<file path="src/rtl/risc8_mem_arbiter.sv">
// Single-port RAM arbiter for the risc8 core: fetch, data and stack requesters share one port.
// Fixed priority with a fetch anti-starvation override, a one-grant data lock, and tagged read return.
module risc8_mem_arbiter #(
  parameter int ADDR_W     = 16,
  parameter int DATA_W     = 8,
  parameter int READ_LAT   = 1,
  parameter int STARVE_MAX = 3
) (
  input  logic              clk,
  input  logic              rst,
  input  logic              f_req,
  input  logic [ADDR_W-1:0] f_addr,
  output logic              f_gnt,
  output logic              f_rvalid,
  input  logic              d_req,
  input  logic              d_we,
  input  logic              d_lock,
  input  logic [ADDR_W-1:0] d_addr,
  input  logic [DATA_W-1:0] d_wdata,
  output logic              d_gnt,
  output logic              d_rvalid,
  input  logic              s_req,
  input  logic              s_we,
  input  logic [ADDR_W-1:0] s_addr,
  input  logic [DATA_W-1:0] s_wdata,
  output logic              s_gnt,
  output logic              s_rvalid,
  output logic              mem_en,
  output logic              mem_we,
  output logic [ADDR_W-1:0] mem_addr,
  output logic [DATA_W-1:0] mem_wdata,
  input  logic [DATA_W-1:0] mem_rdata,
  output logic              starved
);

  localparam int CW = $clog2(STARVE_MAX + 1);
  localparam logic [CW-1:0] CNT_MAX = CW'(STARVE_MAX);

  // Winner encoding doubles as the read-return tag (NONE also marks writes).
  typedef enum logic [1:0] {
    SRC_NONE = 2'b00,
    SRC_F    = 2'b01,
    SRC_D    = 2'b10,
    SRC_S    = 2'b11
  } src_e;

  src_e          win;
  logic          force_f;
  logic [CW-1:0] cnt_q, cnt_d;
  logic          lock_q, lock_d;
  src_e          tag_d;
  src_e          tag_q [READ_LAT];
  src_e          tag_out;

  always_comb begin
    win     = SRC_NONE;
    force_f = 1'b0;
    if (rst) begin
      win = SRC_NONE;
    end else if (lock_q && d_req) begin
      win = SRC_D;
    end else if ((cnt_q == CNT_MAX) && f_req) begin
      win     = SRC_F;
      force_f = 1'b1;
    end else if (d_req) begin
      win = SRC_D;
    end else if (s_req) begin
      win = SRC_S;
    end else if (f_req) begin
      win = SRC_F;
    end
  end

  assign f_gnt   = (win == SRC_F);
  assign d_gnt   = (win == SRC_D);
  assign s_gnt   = (win == SRC_S);
  assign mem_en  = f_gnt | d_gnt | s_gnt;
  assign starved = force_f;

  always_comb begin
    mem_we    = 1'b0;
    mem_addr  = f_addr;
    mem_wdata = d_wdata;
    case (win)
      SRC_D: begin
        mem_we    = d_we;
        mem_addr  = d_addr;
        mem_wdata = d_wdata;
      end
      SRC_S: begin
        mem_we    = s_we;
        mem_addr  = s_addr;
        mem_wdata = s_wdata;
      end
      default: begin
        mem_we    = 1'b0;
        mem_addr  = f_addr;
        mem_wdata = d_wdata;
      end
    endcase
  end

  always_comb begin
    cnt_d = cnt_q;
    if (!f_req || f_gnt) begin
      cnt_d = '0;
    end else if (cnt_q != CNT_MAX) begin
      cnt_d = cnt_q + CW'(1);
    end
  end

  assign lock_d = d_gnt & d_lock & ~d_we;
  assign tag_d  = (mem_en && !mem_we) ? win : SRC_NONE;

  always_ff @(posedge clk) begin
    if (rst) begin
      cnt_q  <= '0;
      lock_q <= 1'b0;
      for (int i = 0; i < READ_LAT; i++) begin
        tag_q[i] <= SRC_NONE;
      end
    end else begin
      cnt_q    <= cnt_d;
      lock_q   <= lock_d;
      tag_q[0] <= tag_d;
      for (int i = 1; i < READ_LAT; i++) begin
        tag_q[i] <= tag_q[i-1];
      end
    end
  end

  // Tags leaving the pipe line up with mem_rdata; reset masks them so in-flight reads vanish.
  assign tag_out  = tag_q[READ_LAT-1];
  assign f_rvalid = ~rst & (tag_out == SRC_F);
  assign d_rvalid = ~rst & (tag_out == SRC_D);
  assign s_rvalid = ~rst & (tag_out == SRC_S);

endmodule

</file>
<file path="config.mk">
export PLATFORM = sky130hd
export DESIGN_NAME = risc8_mem_arbiter
export DESIGN_NICKNAME = d
export VERILOG_FILES = /design/src/rtl/risc8_mem_arbiter.sv
export SDC_FILE = /design/constraint.sdc
export NUM_CORES = 1
export LEC_CHECK = 0
export ABC_CLOCK_PERIOD_IN_PS = 2800
export BUFFER_PORTS_ARGS = -buffer_cell sky130_fd_sc_hd__buf_2
export CAP_MARGIN = 40
export CELL_PAD_IN_SITES_DETAIL_PLACEMENT = 1
export CELL_PAD_IN_SITES_GLOBAL_PLACEMENT = 1
export CORE_AREA = 2 2 62 75
export CTS_CLUSTER_DIAMETER = 120
export DETAILED_ROUTE_END_ITERATION = 8
export DIE_AREA = 0 0 64 77
export PLACE_DENSITY_LB_ADDON = 0.1
export SYNTH_ARGS = -nofsm -noshare
export SYNTH_HDL_FRONTEND = slang
export SYNTH_SLANG_ARGS = --single-unit
</file>
<file path="constraint.sdc">
create_clock -name clk -period 2.8 [get_ports clk]
set_clock_uncertainty 0.2 [all_clocks]
set_input_delay 0.14 -clock clk [delete_from_list [all_inputs] [get_ports clk]]
set_output_delay 0.14 -clock clk [all_outputs]
set_load 0.01 [all_outputs]
</file>
# After elaboration in Yosys (flattened, before gate mapping)
# Memory sizes are Yosys's and may differ from the RTL's.
# Index checks and enable logic that the tools add are counted.
[totals] ff_bits=3 latch_bits=0 ram_bits=2 romBits=0 input_bits=80 out_inout_bits=33 word_cells=47 n_memories=1
[classes] n_addsub=1 n_mul=0 div_mod_pow=0 n_lt_le_gt_ge=0 n_eq_ne=8 n_shift=0 n_mux=18 n_bitwise=9 reduce_logical=8
[mem_list] name="tag_q" words=1 word_bits=2 rd=1 rd_ports_with_merged_regs=0 wr=1 line="52" source="src_e tag_q [READ_LAT];"
[op_table] cell="one-hot mux 16 bit (2 select lines)" n=1
[op_table] cell="2-to-1 mux 2 bit" n=7
[op_table] cell="equality test 2 bit, second input constant" n=5
[op_table] cell="2-to-1 mux 1 bit" n=8
[op_table] cell="2-to-1 mux 8 bit" n=1
[op_table] cell="AND 1 bit" n=5
[op_table] cell="equality test 2 x 1 -> 1 bit, second input constant" n=2
[op_table] cell="OR reduction 2 bit" n=2
[op_table] cell="logical AND 1 bit" n=3
[op_table] cell="adder 2 x 1 -> 2 bit, second input constant" n=1
[op_table] cell="zero test 1 bit" n=2
[op_table] cell="!= test 2 bit, second input constant" n=1
[op_table] cell="NOT 1 bit" n=2
[op_table] cell="OR 1 bit" n=2
[op_table] cell="one-hot mux 1 bit (2 select lines)" n=1
[op_table] cell="logical OR 1 bit" n=1

# Longest topological paths before layout
# Gate-level depths: netlist of the first run.
[logic_depth] depth_word=12 depth_mapped=7 depth_no_buf=4

# Worst setup path after synthesis of the first run
# No wires, ideal clock.
[synth_timing] path_kind="register -> output" from="register cnt_q[0]" to="output mem_wdata[0]" arrival_time_ps=1652 required_ps=2460 setup_slack_ps=808 stages_incl_launch_ff=5 n_path_buf=1 cell_sequence="dfxtp_1 ha_1 buf_4 a2111oi_4 mux2_2"
[synth_between] elab_chain_len=7
[synth_lines] element="from (decl)" line="49" source="logic [CW-1:0] cnt_q, cnt_d;"
[synth_lines] element="from (signal assigned)" line="123" source="cnt_q <= cnt_d;"
[synth_lines] element="equality test 2 bit" line="62" source="end else if ((cnt_q == CNT_MAX) && f_req) begin"
[synth_lines] element="logical AND 1 bit" line="62"
[synth_lines] element="2-to-1 mux 2 bit" line="62"
[synth_lines] element="2-to-1 mux 2 bit" line="60" source="end else if (lock_q && d_req) begin"
[synth_lines] element="2-to-1 mux 2 bit" line="58" source="if (rst) begin"
[synth_lines] element="equality test 2 bit" line="84" source="case (win)"
[synth_lines] element="2-to-1 mux 8 bit" line="84"
[synth_lines] element="to (decl)" line="31" source="output logic [DATA_W-1:0] mem_wdata,"
# Every way passes these cells.

# Final worst setup path of the first run
[layout_timing] from="register cnt_q[0]" to="memory tag_q[0][0] in the netlist's numbering"
[layout_between] elab_chain_len=11 elab_cells_between_ends=15 classes_between="eq/ne (4); mux (6); bitwise (2); reduce/logical (3)"
[layout_lines] element="equality test 2 bit *" line="62"
[layout_lines] element="logical AND 1 bit *" line="62"
[layout_lines] element="2-to-1 mux 2 bit *" line="62"
[layout_lines] element="2-to-1 mux 2 bit *" line="60"
[layout_lines] element="2-to-1 mux 2 bit *" line="58"
[layout_lines] element="equality test 2 bit, or another cell as far along" line="76, 84"
[layout_lines] element="one-hot mux 1 bit (2 select lines) or OR 1 bit (tied branches)" line="84, 77"
[layout_lines] element="zero test 1 bit or OR 1 bit (tied branches)" line="113, 77"
[layout_lines] element="logical AND 1 bit" line="113" source="assign tag_d = (mem_en && !mem_we) ? win : SRC_NONE;"
[layout_lines] element="2-to-1 mux 2 bit *" line="113"
[layout_lines] element="2-to-1 mux 2 bit (no source line) *"
[layout_lines] element="to (decl)" line="52"
# Mark *: on every way between the ends. The rest lies on a longest branch, timed or not.

==> results of run 1 <==
final timing paths:
| kind | depth (start not counted) | endpoint |
|---|---|---|
| worst min register to register | 2 | cnt_q[1] |
| worst max register to register | 6 | tag_q[0][0] |
| worst max-delay path | 6 | tag_q[0][0] |
| worst min-delay path | 4 | cnt_q[0] |
stage by stage:
stage / worst slack, ps / total power [mW]
2_1_floorplan: 807.7 / 0.1665
3_3_place_gp: 677.1 / 0.2532
3_5_place_dp: 627.3 / 0.2596
4_1_cts: 304.0 / 0.4035
5_1_grt: 91.67 / 0.4269
6_report: 283.3 / 0.3966
worst register-to-register path: cells and delay by family (launching register included):
family / cells / cell delay (ps)
AOI/OAI and AO/OA: 1 / 260
adders and majority gates: 1 / 350
buffers and inverters: 2 / 840
DFF: 1 / 340
and+or+nand+nor: 2 / 470
flip-flops by register name, indices dropped and copies added, names as in the netlist:
register  flops
cnt_q         2
tag_q         2
lock_q        1
logic make-up after synthesis:
family | synth area share
buffers and inverters | 0.08733
AOI/OAI and AO/OA | 0.3579
and+or+nand+nor | 0.2517
DFF | 0.1370
xor gates and xnor gates | 0.01199
muxes | 0.1370
adders and majority gates | 0.01712
layer usage:
| layer | up-vias | GRT usage |
|---|---|---|
| li1 | 553 | - |
| met1 | 523 | 0.1301 |
| met2 | 60 | 0.2917 |
| met3 | 4 | 0.03226 |
| met4 | 0 | 0.03913 |
| met5 | - | 0 |
area by class of cell:
type                    instances  area (µm²)  share of cell area
repair buffers                111       583.1              0.4248
well taps                      56       70.07             0.05105
flip-flops and latches          5       100.1             0.07293
multi-input cells              68       566.8              0.4129
inverters                       2       7.507            0.005469
clock buffers                   4       45.04             0.03282
cells in the final DEF, fill, tap and decap left out:
master and instances:
clkbuf_8 3, nor3b_1 2, a22o_1 1, nor2b_1 2
nand3_1 1, inv_1 2, clkbuf_1 1, mux2i_1 1
dfxtp_1 5, and3b_1 1, a21o_1 2, a2111oi_4 1
buf_4 3, dlygate4sd3_1 4, mux2_2 8, o2bb2ai_1 1
a211o_1 1, a221oi_1 2, o21bai_1 2, and3_1 17
nor2_1 4, nand3b_1 1, a221o_1 16, nand2_1 2
xor2_1 1, and2_1 1, ha_1 1, buf_2 104
power groups by stage:
stage,logic [mW],clock network [mW],registers (mW)
final,0.183,0.136,0.0773
after global routing,0.201,0.148,0.0777
after CTS,0.186,0.140,0.0773
after detailed placement,0.181,0,0.0783
after global placement,0.175,0,0.0779
after floorplan,0.0887,0,0.0777
timing repair:
| action | in CTS | in global routing |
|---|---|---|
| gates resized for setup | 0 | 0 |
| setup buffers | 0 | 0 |
| endpoints found under the hold margin | 3 | 0 |
| hold buffers | 4 | 0 |
==> run metrics, run 1 <==
average routed wire per standard cell 14.01 µm; worst-case register-to-register setup slack 280 ps; required time of the critical path 2770 ps; Placeable Area 0.004197 mm²; count of distinct cell types in the synthesized netlist 27; number of buffers added by the clock tree synthesis step 3; maximum vdd drop 0.09447 mV; Internal Dissipation 0.2739 mW; Finish-stage setup viols 0; Final #Nets 272; final routed DRC violation total 0; total number of clock tree sinks 5; utilization after layout 0.3271; number of fill cells in the layout 543; switch share 0.3093; Post-DRT Antenna Nets 0; Met3 Routed Length 291 µm; maximum clock insertion buffer count 2; Skew-Pair Late Insertion Delay 230 ps; Syn Std Cell Area 730.7 µm²; DIE WIDTH 64 µm; antenna diode count 0; most area-consuming cells after synthesis a221o_1, and3_1, dfxtp_1; initial standard-cell utilization of the core 0.1741; final hold vios 0; cell total after placement 238; Pins Over Slew Limit 0; top fanout value on the critical path 11; launching instance or port of the critical path cnt_q[0]; First-pass DRT Iterations 4; critical path type reg2reg; DRT iter0 DRCs 26; Critical Path AT 2480 ps; port buffer count 104; post-synthesis area per instance 8.699 µm²; startpoint of the tightest hold check path f_req; result of the run finished, final reports clean; wire length of the first global-routing pass 5561 µm; cell with the most instances after synthesis and3_1; Post-Route Hold Slack 128.8 ps; via count of the first global-routing pass 1,296; part of the power in the clock network 0.344; max-cap check violation count 0; Net Sw Power 0.1227 mW; nets in the synthesized netlist 165; number of H-tree levels 1; worst hold path type in2reg; cell area power density 288.9 mW/mm²; register bit total from synthesis 5; most frequently used flop master after synthesis dfxtp_1; cell family with the largest share of critical-path delay buffers and inverters; worst slew margin relative to its limit 0.5832; top-area cell type share of the netlist area 0.2192; Die Y-Extent 77 µm; warning count from the yosys run 0; chain of cells forming the critical path ha_1 -> nand3b_1 -> buf_4 -> and2_1 -> a221oi_1 -> dlygate4sd3_1; sequential element share of the synthesized area 0.1370; crit path max-delay cell type dlygate4sd3_1; IO Pins 113; gate count of the mapped netlist 84; fraction of final layout cells sized beyond drive strength 1 0.6263; number of flops mapped to enable cells by yosys 0; final WL 3447 µm; area of the die 0.004928 mm²; area added between synthesis and finish 87.84%; startpoint type of the worst setup path flip-flop; clock tree from TritonCTS built; pin count of the biggest net entering global routing 29; achievable frequency 397.3 MHz; Final Cycle Share 0.8988; clock slew seen by the registers of the worst setup and hold paths 40 ps; Worst path max stage delay 580 ps; Detail Placement HPWL 2809 µm; total number of vias 1,140; leading area contributor after synthesis a221o_1; unrepaired setup endpoints after global routing false; Overall Global Routing Usage 0.1407; kind of capture point of the worst setup path flip-flop; leakage power summed over all cells 0.7877 nW; global placer's final weighted congestion 0.7425; number of rows in the core area 26; Logic pwr share 0.461; clock root buffer clkbuf_8; final period demand of the worst path 2517 ps; via-per-instance ratio 4.634; initial antenna violation count 0; GRT Residual Overflow 0; startpoint of the worst-slack reg-to-reg timing path cnt_q[0]; final std cells w/o fill 246; topmost layer with routed signal wires met4; commonest cells in the synthesized netlist and3_1, a221o_1, mux2_2; Placed Area 0.001287 mm²; aggregate negative setup slack 0 ps; Bufs and invs on worst path 2; DR WL met2 1961 µm; worst slew pin tran 625.3 ps; Non-Filler Cell Area, Final 0.001373 mm²; proportion of synthesized flip-flops having asynchronous set or reset 0; sequential fraction of design power 0.195; met1 routed wirelength after detailed routing 1154 µm
No activity file was read; power rests on OpenSTA's default activity.
==> inputs of run 2 (changes only) <==
- CELL_PAD_IN_SITES_DETAIL_PLACEMENT: 1 -> not set
- CELL_PAD_IN_SITES_GLOBAL_PLACEMENT: 1 -> not set
- CORE_AREA: 2 2 62 75 -> 2 2 48 59
- DIE_AREA: 0 0 64 77 -> 0 0 50 61
- PLACE_DENSITY: not set -> 0.82
- PLACE_DENSITY_LB_ADDON: 0.1 -> not set
==> run 2 against run 1 <==
Compared with the run above: final area decreased by 2.4%; combinational power about the same; total power decreased by 13%; critical path depth decreased by 1; global-route usage increased by 4.0 points; critical path type is now reg2out; critical endpoint is now mem_wdata[0]; highest routed layer unchanged.
==> run metrics, run 2 (synthesis results as in run 1) <==
Final #Nets 274 (+0.74%); wire length of the first global-routing pass 4326 µm (-22%); cell area power density 256.4 mW/mm² (-11%); initial antenna violation count 0 (unchanged); worst slew pin tran 609.9 ps (-15.39 ps); IO Pins 113 (unchanged); final WL 2948 µm (-14%); met1 global-route usage 0.1798 (+0.04970); launching instance or port of the critical path cnt_q[0]; final period demand of the worst path 2357 ps (-159.9 ps); DRT iter0 DRCs 29 (+12%); Post-Route Hold Slack 94.78 ps (-33.98 ps); GRT Residual Overflow 0 (unchanged); max-cap check violation count 0 (unchanged); worst-case register-to-register setup slack 550 ps (+270 ps); number of fill cells in the layout 251 (-54%); port buffer count 104 (unchanged); area of the die 0.003050 mm² (-38%); final routed DRC violation total 0 (unchanged); required time of the critical path 2460 ps (-310 ps); startpoint of the worst-slack reg-to-reg timing path cnt_q[0]; Pins Over Slew Limit 0 (unchanged); clock tree from TritonCTS built; worst hold path type in2reg; chain of cells forming the critical path ha_1 -> a2111oi_4 -> buf_4 -> mux2_2 -> buf_2; number of rows in the core area 20 (-23%); met2 track demand over resource in global routing 0.3853 (+0.09367); maximum clock insertion buffer count 2 (unchanged); Final Cycle Share 0.8417 (-0.05710); Placeable Area 0.002477 mm² (-41%); result of the run finished, final reports clean; total number of clock tree sinks 5 (unchanged); Skew-Pair Late Insertion Delay 240 ps (about the same); unrepaired setup endpoints after global routing false; area added between synthesis and finish 83.39%; worst slew margin relative to its limit 0.5934 (+0.01026); First-pass DRT Iterations 4 (unchanged); startpoint type of the worst setup path flip-flop; Overall Global Routing Usage 0.1804 (+0.03978); leading cell types in the layout, fill and taps excluded buf_2, and3_1, a221o_1; Critical Path AT 2020 ps (-460 ps); maximum vdd drop 0.1364 mV (+44%); timing endpoint of the critical path mem_wdata[0]; Critical R2R Capture tag_q[0][0]; Finish-stage setup viols 0 (unchanged); initial standard-cell utilization of the core 0.2949 (+0.1208); top fanout value on the critical path 18 (+7); aggregate negative setup slack 0 ps (unchanged); Detail Placement HPWL 2344 µm (-17%); number of H-tree levels 1 (unchanged); via-per-instance ratio 5.049 (+8.9%); achievable frequency 424.3 MHz (+6.8%); fraction of final layout cells sized beyond drive strength 1 0.6302 (+0.003893); via count of the first global-routing pass 1,081 (-17%); critical path type reg2out; Post-DRT Antenna Nets 0 (unchanged); Die Y-Extent 61 µm (-21%); DIE WIDTH 50 µm (-22%); kind of capture point of the worst setup path output port; clock slew seen by the registers of the worst setup and hold paths 40 ps (about the same); final hold vios 0 (unchanged); average routed wire per standard cell 13.10 µm (-6.5%); most common library cell in the layout ignoring fill and taps buf_2; number of buffers added by the clock tree synthesis step 3 (unchanged); highest-utilization routing layer at the global route stage met2; crit path max-delay cell type mux2_2; pin count of the biggest net entering global routing 20 (-31%); number of cell instances on the worst register-to-register path 5 (-1); biggest registers after layout cnt_q (2), tag_q (2), lock_q (1); total number of vias 1,136 (-0.35%); antenna diode count 0 (unchanged); global placer's final weighted congestion 0.7745 (+4.3%); leakage power summed over all cells 0.7894 nW (+0.22%); GR met3 Demand/Resource 0.02217 (-0.01009); clock root buffer clkbuf_4; Worst path max stage delay 370 ps (-210 ps)
==> run 2: how the worst min path moves through the flow <==
stage,startpoint,end,depth (start not counted)
final,f_req,cnt_q[1],4
after global placement,s_we,tag_q[0][0],2
after CTS,f_req,cnt_q[0],4
after global routing,f_req,cnt_q[0],4
after detailed placement,s_we,tag_q[0][0],2
after floorplan,s_we,tag_q[0][0],1
==> run 2: critical path: cells and delay by family (launching register included) <==
| family | cells | cell delay (ps) |
|---|---|---|
| adder cells (fa/ha/maj) | 1 | 310 |
| flip-flops | 1 | 320 |
| AO/OA/AOI/OAI | 1 | 350 |
| buffers and inverters | 2 | 430 |
| multiplexers | 1 | 370 |
==> run 2: timing repair <==
| item | 4_1_cts | 5_1_grt |
|---|---|---|
| hold buffers | 4 | 0 |
| setup buffers | 0 | 2 |
| hold endpoints to repair | 3 | 0 |
| endpoints found under the setup margin | 0 | 1 |
| resized for setup | 0 | 0 |
==> run 2: final cells by class <==
type / instances / area, µm² / share of cell area
Timing Repair Buffer: 113 / 598.1 / 0.4463
Tap cell: 33 / 41.29 / 0.03081
Clock buffer: 4 / 26.28 / 0.01961
Sequential cell: 5 / 100.1 / 0.07470
Multi-Input combinational cell: 68 / 566.8 / 0.4230
Inverter: 2 / 7.507 / 0.005602
==> run 2: power by group <==
part	total [mW]	leakage (nW)	internal, mW	switching, mW
clock	0.0841	0.0150	0.0539	0.0302
combinational	0.182	0.733	0.102	0.0807
sequential	0.0772	0.0411	0.0749	0.00230
==> run 2: stage by stage <==
stage	std cells	cell area [µm²]	setup WS [ps]	total power [mW]	utilization
after floorplan	84	730.7	807.7	0.1665	-
after global placement	214	1251	564.4	0.2517	0.5051
after detailed placement	215	1259	524.4	0.2559	0.5081
after CTS	223	1325	179.5	0.3481	0.5348
after global routing	225	1340	281.1	0.3705	0.5409
final	225	1340	443.1	0.3435	0.5409
==> run 2: metal layers <==
layer,part of all wire,routed length (µm)
met2,0.54,1592
met5,0,0
met4,0.0058,17
met3,0.089,262
met1,0.37,1077
